$ cat src/rtl/octree_bfs_engine.sv
// Breadth-first octree walker: pops node addresses from a circular queue, reads each node
// word, emits one visited-node record per node and queues its nonzero children.
module octree_bfs_engine #(
    parameter int PTR_W     = 16,
    parameter int NUM_CHILD = 8,
    parameter int META_W    = 24,
    parameter int Q_DEPTH   = 16,
    parameter int MEM_LAT   = 1,
    parameter int MAX_LEVEL = 7,
    localparam int LVL_W    = (MAX_LEVEL < 1) ? 1 : $clog2(MAX_LEVEL + 1)
) (
    input  logic                            i_clk,
    input  logic                            i_rst,
    input  logic                            i_start,
    input  logic [PTR_W-1:0]                i_root_addr,
    output logic                            o_enb,
    output logic [PTR_W-1:0]                o_addrb,
    input  logic [NUM_CHILD*PTR_W+META_W-1:0] i_doutb,
    output logic                            o_node_valid,
    input  logic                            i_node_ready,
    output logic [PTR_W-1:0]                o_node_addr,
    output logic [LVL_W-1:0]                o_node_level,
    output logic [META_W-1:0]               o_node_meta,
    output logic                            o_busy,
    output logic                            o_done,
    output logic                            o_overflow
);
    localparam int QA_W   = $clog2(Q_DEPTH);
    localparam int CNT_W  = QA_W + 1;
    localparam int WC_W   = (MEM_LAT < 2) ? 1 : $clog2(MEM_LAT);
    localparam int K_W    = (NUM_CHILD < 2) ? 1 : $clog2(NUM_CHILD);
    localparam int WORD_W = NUM_CHILD * PTR_W + META_W;

    typedef enum logic [2:0] {S_IDLE, S_FETCH, S_WAIT, S_EMIT, S_PUSH, S_DONE} state_t;

    state_t             r_state, w_next;
    logic [PTR_W-1:0]   r_q_addr [Q_DEPTH];
    logic [LVL_W-1:0]   r_q_lvl  [Q_DEPTH];
    logic [QA_W-1:0]    r_head, r_tail;
    logic [CNT_W-1:0]   r_count;
    logic [WC_W-1:0]    r_wait;
    logic [K_W-1:0]     r_k;
    logic [PTR_W-1:0]   r_cur_addr;
    logic [LVL_W-1:0]   r_cur_lvl;
    logic [WORD_W-1:0]  r_word;
    logic               r_overflow;

    logic               w_pop, w_push, w_full;
    logic [PTR_W-1:0]   w_push_addr;
    logic [LVL_W-1:0]   w_push_lvl;
    logic [PTR_W-1:0]   w_children [NUM_CHILD];

    for (genvar k = 0; k < NUM_CHILD; k++) begin : g_child
        assign w_children[k] = r_word[META_W + k*PTR_W +: PTR_W];
    end

    assign w_full       = (r_count == CNT_W'(Q_DEPTH));
    assign o_node_addr  = r_cur_addr;
    assign o_node_level = r_cur_lvl;
    assign o_node_meta  = r_word[META_W-1:0];
    assign o_overflow   = r_overflow;

    always_ff @(posedge i_clk) begin
        if (i_rst) r_state <= S_IDLE;
        else       r_state <= w_next;
    end

    always_comb begin
        w_next       = r_state;
        o_enb        = 1'b0;
        o_addrb      = '0;
        o_node_valid = 1'b0;
        o_busy       = 1'b0;
        o_done       = 1'b0;
        w_pop        = 1'b0;
        w_push       = 1'b0;
        w_push_addr  = '0;
        w_push_lvl   = '0;
        case (r_state)
            S_IDLE: begin
                if (i_start) begin
                    w_push      = 1'b1;
                    w_push_addr = i_root_addr;
                    w_next      = S_FETCH;
                end
            end
            S_FETCH: begin
                o_busy = 1'b1;
                if (r_count == '0) begin
                    w_next = S_DONE;
                end else begin
                    w_pop   = 1'b1;
                    o_enb   = 1'b1;
                    o_addrb = r_q_addr[r_head];
                    w_next  = S_WAIT;
                end
            end
            S_WAIT: begin
                o_busy = 1'b1;
                if (r_wait == '0) w_next = S_EMIT;
            end
            S_EMIT: begin
                o_busy       = 1'b1;
                o_node_valid = 1'b1;
                if (i_node_ready) w_next = S_PUSH;
            end
            S_PUSH: begin
                o_busy = 1'b1;
                // Leaves at the depth limit still burn the full child-scan time.
                if (r_cur_lvl != LVL_W'(MAX_LEVEL) && w_children[r_k] != '0) begin
                    w_push      = 1'b1;
                    w_push_addr = w_children[r_k];
                    w_push_lvl  = r_cur_lvl + 1'b1;
                end
                if (r_k == K_W'(NUM_CHILD - 1)) w_next = S_FETCH;
            end
            S_DONE: begin
                o_done = 1'b1;
                w_next = S_IDLE;
            end
            default: w_next = S_IDLE;
        endcase
    end

    always_ff @(posedge i_clk) begin
        if (w_push && !w_full) begin
            r_q_addr[r_tail] <= w_push_addr;
            r_q_lvl[r_tail]  <= w_push_lvl;
        end
    end

    always_ff @(posedge i_clk) begin
        if (i_rst) begin
            r_head     <= '0;
            r_tail     <= '0;
            r_count    <= '0;
            r_wait     <= '0;
            r_k        <= '0;
            r_cur_addr <= '0;
            r_cur_lvl  <= '0;
            r_word     <= '0;
            r_overflow <= 1'b0;
        end else begin
            if (r_state == S_IDLE && i_start) r_overflow <= 1'b0;
            if (w_push) begin
                if (w_full) begin
                    r_overflow <= 1'b1;
                end else begin
                    r_tail  <= r_tail + 1'b1;
                    r_count <= r_count + 1'b1;
                end
            end
            if (w_pop) begin
                r_cur_addr <= r_q_addr[r_head];
                r_cur_lvl  <= r_q_lvl[r_head];
                r_head     <= r_head + 1'b1;
                r_count    <= r_count - 1'b1;
                r_wait     <= WC_W'(MEM_LAT - 1);
                r_k        <= '0;
            end
            if (r_state == S_WAIT) begin
                if (r_wait == '0) r_word <= i_doutb;
                else              r_wait <= r_wait - 1'b1;
            end
            if (r_state == S_PUSH) r_k <= r_k + 1'b1;
        end
    end
endmodule

$ cat config.mk
export PLATFORM = sky130hd
export DESIGN_NAME = octree_bfs_engine
export DESIGN_NICKNAME = d
export VERILOG_FILES = /design/src/rtl/octree_bfs_engine.sv
export SDC_FILE = /design/constraint.sdc
export NUM_CORES = 1
export LEC_CHECK = 0
export ABC_CLOCK_PERIOD_IN_PS = 7700
export CAP_MARGIN = 30
export CORE_MARGIN = 2
export CORE_UTILIZATION = 60
export CTS_CLUSTER_DIAMETER = 100
export DETAILED_ROUTE_END_ITERATION = 8
export GPL_ROUTABILITY_DRIVEN = 0
export PLACE_DENSITY = 0.85
export SLEW_MARGIN = 20
export SYNTH_ARGS = -nofsm -noshare
export SYNTH_HDL_FRONTEND = slang
export SYNTH_SLANG_ARGS = --single-unit
export TNS_END_PERCENT = 10
$ cat constraint.sdc
create_clock -name i_clk -period 7.7 [get_ports i_clk]
set_clock_uncertainty 0.2 [all_clocks]
set_input_delay 1.54 -clock i_clk [delete_from_list [all_inputs] [get_ports i_clk]]
set_output_delay 1.54 -clock i_clk [all_outputs]
set_load 0.1 [all_outputs]
# After elaboration in Yosys (flattened, before gate mapping)
# Memory sizes are Yosys's and may differ from the RTL's. A register that Yosys moved wholly into a read port is not among the register bits.
# Index checks and enable logic that the tools add are counted.
# totals
n_memories	2
register_bits	189
inputBits	172
word_cells	88
out_inout_bits	64
mem_bits_rw	304
# memory_table
memory	depth	word_bits	read_ports	rd_ports_with_merged_regs	write_ports	line	source
r_q_addr	16	16	1	1	1	37	logic [PTR_W-1:0] r_q_addr [Q_DEPTH];
r_q_lvl	16	3	1	1	1	38	logic [LVL_W-1:0] r_q_lvl [Q_DEPTH];
# op_classes
addsub	7
n_reduce_logical	14
eq_ne	13
mux	39
n_bitwise	3
order_cmp	1
# ops
op	n
16-bit two-way mux	6
16-bit binary-select mux with 3-bit select	1
16-bit one-hot mux with 2 select lines	1
3-bit two-way mux	9
16-bit nonzero test	1
1-bit two-way mux	15
5-bit two-way mux	3
3-bit one-hot mux with 5 select lines	1
2-bit != test, second input constant	5
3-bit == test, second input constant	3
4-bit by 1-bit adder with 4-bit output, second input constant	2
4-bit two-way mux	2
3-bit by 1-bit adder with 3-bit output, second input constant	2
3-bit by 2-bit == test with 1-bit output, second input constant	2
2-bit AND reduction	3
5-bit by 1-bit adder with 5-bit output, second input constant	1
5-bit == test, second input constant	1
5-bit zero test	1
5-bit by 1-bit subtractor with 5-bit output, second input constant	1
4-bit greater-or-equal comparator, second input constant	1
3-bit NOT with 4-bit output	1
4-bit AND reduction	1
2-bit nonzero test	2
4-bit OR reduction	1
8 further kinds	11

# Longest topological paths before layout
# Gate-level depths: netlist (run 1).
# logic_depth
ltp_word	11
ltp_mapped	11
ltp_nobuf	10

# Worst setup path after synthesis (run 1)
# No wires, ideal clock.
# synth_timing
kind	register to output
from	reg (tool-made name)
to	out o_addrb[10]
n_path_buf	3
arrival_time_ps	3853
stages_incl_launch_ff	6
t_required_ps	5960
path_slack_ps	2107
path_cell_list	dfxtp_1 clkbuf_1 buf_1 buf_2 mux2i_1 a211oi_1
# synth_rtl
item	line	source
end: declaration	17	output logic [PTR_W-1:0] o_addrb,

# Final worst setup path (run 1)
# layout_timing
from	reg r_count[0]
to	out o_enb
# layout_between
elab_chain_len	3
# layout_lines
item	line	source
start: declaration	40	logic [CNT_W-1:0] r_count;
start signal: assignment	150	r_count <= r_count + 1'b1;
start signal: assignment	157	r_count <= r_count - 1'b1;
5-bit zero test	89	if (r_count == '0) begin
1-bit two-way mux	89	
1-bit two-way mux	79	case (r_state)
end: declaration	16	output logic o_enb,
# No other way between the ends.

==> impl_metrics.yaml, run 1 <==
outcome:
  status: "complete, no violations"
finish:
  layout_commonest_cell: "nand2_1"
  area_delta_synth_final_pct: 22.0
  n_antenna_cell: 0
  nets: 1896
  final_cell_mix: "340 x nand2_1, 304 x edfxtp_1, 234 x clkdlybuf4s50_1"
  drive_above_1_share_pct: 14.3
critical_path:
  critical_path.slowest_cell: "clkdlybuf4s50_1"
  critical_path.top_delay_family: "buffers and inverters"
  critPathBufInv: 3
  critPathArrivalTime_ns: 4.19
  worst-endpoint-required_ns: 5.96
  cp-start-kind: "flop"
  crit_type: "reg2out"
  cpPeakStageDelay_ns: 1.10
  end_kind: "primary output"
  crit_chain: "or4_1, o21ai_4, buf_4, clkinv_1, clkdlybuf4s50_1"
  critPathMaxFanout: 24
clock_tree:
  cts_tree: "yes"
  clock_sinks: 500
  numCtsBuffers: 48
  insertion_delay_ns: 0.56
  post_cts_buffers: 0
  hold_buffers: 0
  cts.htree.levels: 2
  clockRootBuffer: "clkbuf_16"
  clockBufferDepth: 3
  cts_resized: 0
  clk_pin_slew_ns: 0.06
sta:
  setup_viol: 0
  rsz0062_at_grt: "no"
  maxSlewViolCount: 0
  max_clock_freq_mhz: 169
  relSlewSlack_pct: 31.1
  worst_slew_pin_slew_ns: 1.03
  finalHoldViolations: 0
  tns_ns: 0
  period_share_pct: 77.0
  period_needed_ns: 5.93
  setup_ws_ns: 1.77
drt:
  dr_total_vias: 13400
  drc: 0
  antenna_left: 0
  drt_iter0_drc: 1437
  via_per_inst: 6.11
  drt-pass1-iter-count: 5
  routed_wl_um: 51800
  drt-wirelength-per-cell_um: 23.6
die:
  fp.dieW_um: 187
  start_util_pct: 60.5
  fp-row-count: 67
  coreArea_um2: 33300
  die_h_um: 187
  die-area_um2: 35100
  io-pin-count: 236
synth:
  synth-seq-area-share_pct: 64.8
  netlist.area_leader.share_pct: 45.3
  syn-num-nets: 1688
  synth_area_um2: 20100
  avgSynthCellArea_um2: 13.4
  ys.flop_type: "edfxtp_1"
  synthTopCellsByArea: "edfxtp_1 45%, dfxtp_1 19%, mux4_2 12%"
  postSynth.asyncResetShare_pct: 0
  ys_ff_latch: 500
  synth_largest_area_cell: "edfxtp_1"
  synth_cell_types: 48
  yosysWarnings: 0
  synth_edf_count: 304
  synth_cells: 1503
global_route:
  globalRouteOverflowTotal: 0
  first_global_vias: 13400
  grt_pass1_wl_um: 78600
  grt_max_degree: 107
  antenna_found_initial: 4
  grt_use_total_pct: 29.7
place:
  dp_slack_ns: 2.28
  numPortBuffers: 235
  dp_hpwl_um: 31200
pwr:
  leakage_uw: 0.00790
  powerDensity_nw_per_um2: 310
  ir_worst_vdd_uv: 230
flow_run:
  max_cap_viol_count: 0
min_path:
  hold_class: "reg2reg"
[through the flow]
step	utilization, %	total power, µW	instances	cell area (µm²)	hold WS (ns)
2_1_floorplan	-	4750	1503	20100	0.232
3_3_place_gp	68.8	5200	2103	22900	0.238
3_5_place_dp	68.8	5280	2104	22900	0.243
4_1_cts	73.5	7610	2194	24500	0.251
5_1_grt	73.8	7890	2199	24600	0.269
6_report	73.8	7620	2199	24600	0.253
[power by group]
group	internal [µW]	switching [µW]	total, µW
clock network	1360	966	2330
logic	751	1260	2010
registers	3120	165	3290
total	5230	2390	7620
[synth_stat cells (2+ instances only)]
cell / count
ha_1: 12
nor3_1: 3
nand3_1: 8
nand2b_1: 8
xnor2_1: 3
a21oi_1: 180
nand4_1: 5
clkbuf_1: 83
buf_1: 5
nor2_1: 40
nor2b_1: 22
nor4b_1: 4
mux2_1: 4
nand2_1: 340
mux4_1: 8
and3_1: 4
mux2_2: 2
or4_1: 2
dfxtp_1: 196
a211oi_1: 33
buf_4: 24
buf_2: 9
o21ai_0: 19
inv_1: 5
edfxtp_1: 304
nor3b_1: 17
o32ai_1: 2
mux4_2: 103
xor2_1: 4
mux2i_1: 33
buf_6: 4
[cell type report]
type | instances | area, µm²
flip-flops and latches | 500 | 13100
fillers | 1991 | 8700
multi-input cells | 870 | 6560
repair buffers | 285 | 2810
clock buffers | 83 | 1470
well taps | 448 | 561
clock inverters | 7 | 95.1
inverters | 6 | 22.5
[routing by layer]
metal / vias to the layer above / wire, µm / global-route usage (%)
met5: - / 13 / 0
met4: 2 / 1670 / 9.80
li1: 5907 / - / -
met2: 733 / 26700 / 51.8
met3: 120 / 4420 / 5.82
met1: 6676 / 19100 / 37.6
[flip-flops by register name, summed over array words and instances, names as in the netlist, named ones only]
register / count
r_q_addr: 256
o_node_level: 3
r_wait: 1
o_node_addr: 16
r_word: 152
r_head: 4
r_count: 5
r_state: 3
r_q_lvl: 48
r_k: 3
r_tail: 4
o_overflow: 1
[path summary, 6_finish.rpt]
| path | start | endpoint | slack (ns) | depth (start not counted) |
|---|---|---|---|---|
| min | r_word[92]$_SDFFE_PP0P_ | r_word[92]$_SDFFE_PP0P_ | 0.25 | 2 |
| max | r_count[0]$_SDFFE_PP0P_ | o_enb | 1.77 | 5 |
| max reg2reg | r_k[0]$_SDFFE_PP0P_ | r_q_addr[6][5]$_DFFE_PP_ | 3.01 | 8 |
| min reg2reg | r_word[92]$_SDFFE_PP0P_ | r_word[92]$_SDFFE_PP0P_ | 0.25 | 2 |
[worst register-to-register path: stages, from the launching register on]
cell and delay, ns:
dfxtp_2 0.59, buf_4 0.48, mux4_1 0.71, mux2i_1 0.31, nand4_1 0.16, or4_1 0.76
a21boi_4 0.63, nor3b_2 0.27, buf_4 0.30
[logic make-up after synthesis]
logic type | count (synthesis) | synth area share [%]
fa+ha+maj | 13 | 0.845
simple gates | 459 | 9.66
xor+xnor | 7 | 0.304
buf+inv | 133 | 3.22
flops | 500 | 64.8
mux | 151 | 14.6
compound gates | 240 | 6.57
Power figures use the tool's default switching activity.
==> run 2, diff against run 1 <==
--- a/config.mk
+++ b/config.mk
@@ -5,14 +5,14 @@
 export SDC_FILE = /design/constraint.sdc
 export NUM_CORES = 1
 export LEC_CHECK = 0
-export ABC_CLOCK_PERIOD_IN_PS = 7700
+export ABC_CLOCK_PERIOD_IN_PS = 6150
 export CAP_MARGIN = 30
 export CORE_MARGIN = 2
-export CORE_UTILIZATION = 60
+export CORE_UTILIZATION = 56
 export CTS_CLUSTER_DIAMETER = 100
 export DETAILED_ROUTE_END_ITERATION = 8
 export GPL_ROUTABILITY_DRIVEN = 0
-export PLACE_DENSITY = 0.85
+export PLACE_DENSITY = 0.8
 export SLEW_MARGIN = 20
 export SYNTH_ARGS = -nofsm -noshare
 export SYNTH_HDL_FRONTEND = slang
==> constraint.sdc (replaced) <==
create_clock -name i_clk -period 6.15 [get_ports i_clk]
set_clock_uncertainty 0.2 [all_clocks]
set_input_delay 1.23 -clock i_clk [delete_from_list [all_inputs] [get_ports i_clk]]
set_output_delay 1.23 -clock i_clk [all_outputs]
set_load 0.1 [all_outputs]
==> run 2 against run 1 <==
- power grew 27%
- die area up 7.0%
- core utilization decreased by 4.1 points
- via count decreased by 2.7%
- worst hold slack got worse by 0.0017 ns
- critical path depth is 1 higher
- combinational power is 26% higher
- setup slack worse by 0.93 ns
==> impl_metrics.yaml, run 2 (synthesis gave the netlist of run 1 again) <==
place:
  numPortBuffers: 235
  place_inst: 2119
  dp_hpwl_um: 30800
sta:
  setup_viol: 0
  period_needed_ns: 5.31
  period_share_pct: 86.3
  maxSlewViolCount: 0
  rsz0062_at_grt: "no"
  tns_ns: 0
  relSlewSlack_pct: 32.2
  max_clock_freq_mhz: 188
  holdWs_ns: 0.251
  worst_slew_pin_slew_ns: 1.01
  finalHoldViolations: 0
critical_path:
  critPathArrivalTime_ns: 3.88
  crit_cells: 6
  worst_r2r_endpoint: "r_q_addr[9][10]$_DFFE_PP_"
  crit_type: "reg2out"
  crit_chain: "nor3b_1, o21ai_4, buf_16, buf_4, a211oi_1, clkdlybuf4s50_1"
  reg2reg_slack_ns: 1.72
  cp-start-kind: "flop"
  cpPeakStageDelay_ns: 1.20
  critPathBufInv: 3
  r2r_cells: 8
  reg2reg_from: "r_k[0]$_SDFFE_PP0P_"
  critPathMaxFanout: 19
  worst-endpoint-required_ns: 4.72
  critical_path.top_delay_family: "buffers and inverters"
  end_kind: "primary output"
  critical_path.slowest_cell: "clkdlybuf4s50_1"
min_path:
  hp-start: "r_word[5]$_SDFFE_PP0P_"
  holdPathEnd: "r_word[5]$_SDFFE_PP0P_"
  hold_depth: 2
  hold_class: "reg2reg"
finish:
  drive_above_1_share_pct: 15.2
  stdcell_count: 2221
  area_delta_synth_final_pct: 22.9
  layout_commonest_cell: "nand2_1"
  largest_register_ffs: 256
  nets: 1902
  ff_latch_area_um2: 13100
  final_cell_mix: "340 x nand2_1, 304 x edfxtp_1, 232 x clkdlybuf4s50_1"
  largest-register: "r_q_addr"
  postLayoutCoreUtil_pct: 69.8
  multi_input_area_um2: 6560
  largestRegisters: "r_q_addr (256), r_word (152), r_q_lvl (48)"
  fillCellCount: 2323
die:
  die-area_um2: 37500
  start_util_pct: 56.8
  die_h_um: 194
  io-pin-count: 236
  fp.dieW_um: 194
  fp-row-count: 69
  coreArea_um2: 35500
drt:
  via_per_inst: 5.89
  drt_iter0_drc: 1029
  drt-wirelength-per-cell_um: 22.8
  antenna_left: 0
  dr_total_vias: 13100
  drc: 0
  drt-pass1-iter-count: 5
  routed_wl_um: 50500
clock_tree:
  cts.htree.levels: 2
  numCtsBuffers: 50
  insertion_delay_ns: 0.57
  clock_sinks: 500
  post_cts_buffers: 0
  hold_buffers: 0
  clockBufferDepth: 3
  cts_tree: "yes"
  clk_pin_slew_ns: 0.06
  clockRootBuffer: "clkbuf_16"
  cts_resized: 0
pwr:
  ir_worst_vdd_uv: 339
  total_power_uw: 9710
  leakage_uw: 0.00800
  powerDensity_nw_per_um2: 392
global_route:
  grt_pass1_wl_um: 76200
  antenna_found_initial: 3
  grt_use_total_pct: 26.6
  globalRouteOverflowTotal: 0
  grt_max_degree: 136
  first_global_vias: 13300
flow_run:
  max_cap_viol_count: 0
outcome:
  status: "complete, no violations"
==> run 2: changes by cell type in the layout (fill, tap and decap cells not counted), moves of 2 or more <==
cell	delta
bufinv_16	+4
clkbuf_8	-3
inv_6	+3
clkbuf_1	-13
clkinv_2	+7
clkdlybuf4s50_1	-2
clkinv_1	+4
buf_12	+3
clkinvlp_4	+2
clkbuf_4	-2
clkinv_4	+2
==> run 2: cell type report <==
type / instances / share of cell area (%)
Sequential cell: 500 / 52.7
Clock buffer: 64 / 5.43
Clock inverter: 30 / 1.32
Timing Repair Buffer: 289 / 11.6
Tap cell: 461 / 2.33
Inverter: 6 / 0.0909
Antenna cell: 1 / 0.0101
Multi-Input combinational cell: 870 / 26.5
==> run 2: worst max-delay path by stage <==
stage / from / endpoint / slack [ns]
after global routing: r_state[0]$_SDFFE_PP0P_ / o_addrb[3] / 0.73
after floorplan: flop / o_addrb[10] / 0.87
after detailed placement: r_state[0]$_SDFFE_PP0P_ / o_addrb[4] / 1.46
after global placement: flop / o_addrb[6] / 1.55
final: r_state[0]$_SDFFE_PP0P_ / o_addrb[3] / 0.84
after CTS: r_state[0]$_SDFFE_PP0P_ / o_addrb[3] / 0.83
==> run 2: report_power, final <==
group / switching (µW) / total (µW) / internal, µW
Sequential: 202 / 4110 / 3900
Clock: 1270 / 3080 / 1810
Combinational: 1560 / 2530 / 967
==> run 2: worst reg2reg max path: stages, from the launching register on <==
cell and delay (ns):
dfxtp_2 0.77, buf_16 0.24, mux4_1 0.60, mux2i_1 0.25
nand4_1 0.17, or4_1 0.74, nand2_1 0.48, o21ai_0 0.41
buf_2 0.30
==> run 2: per-stage QoR <==
stage / instance area, µm² / setup WS, ns
finish: 24800 / 0.844
global route: 24800 / 0.728
detailed placement: 23000 / 1.46
global placement: 22900 / 1.55
floorplan: 20100 / 0.867
CTS: 24700 / 0.829
==> run 2: layer usage <==
layer / track usage, % / up-vias / routed length, µm
li1: - / 5932 / -
met1: 32.8 / 6476 / 19000
met2: 46.4 / 567 / 25900
met3: 6.19 / 95 / 4090
met4: 9.02 / 4 / 1560
met5: 0 / - / 27
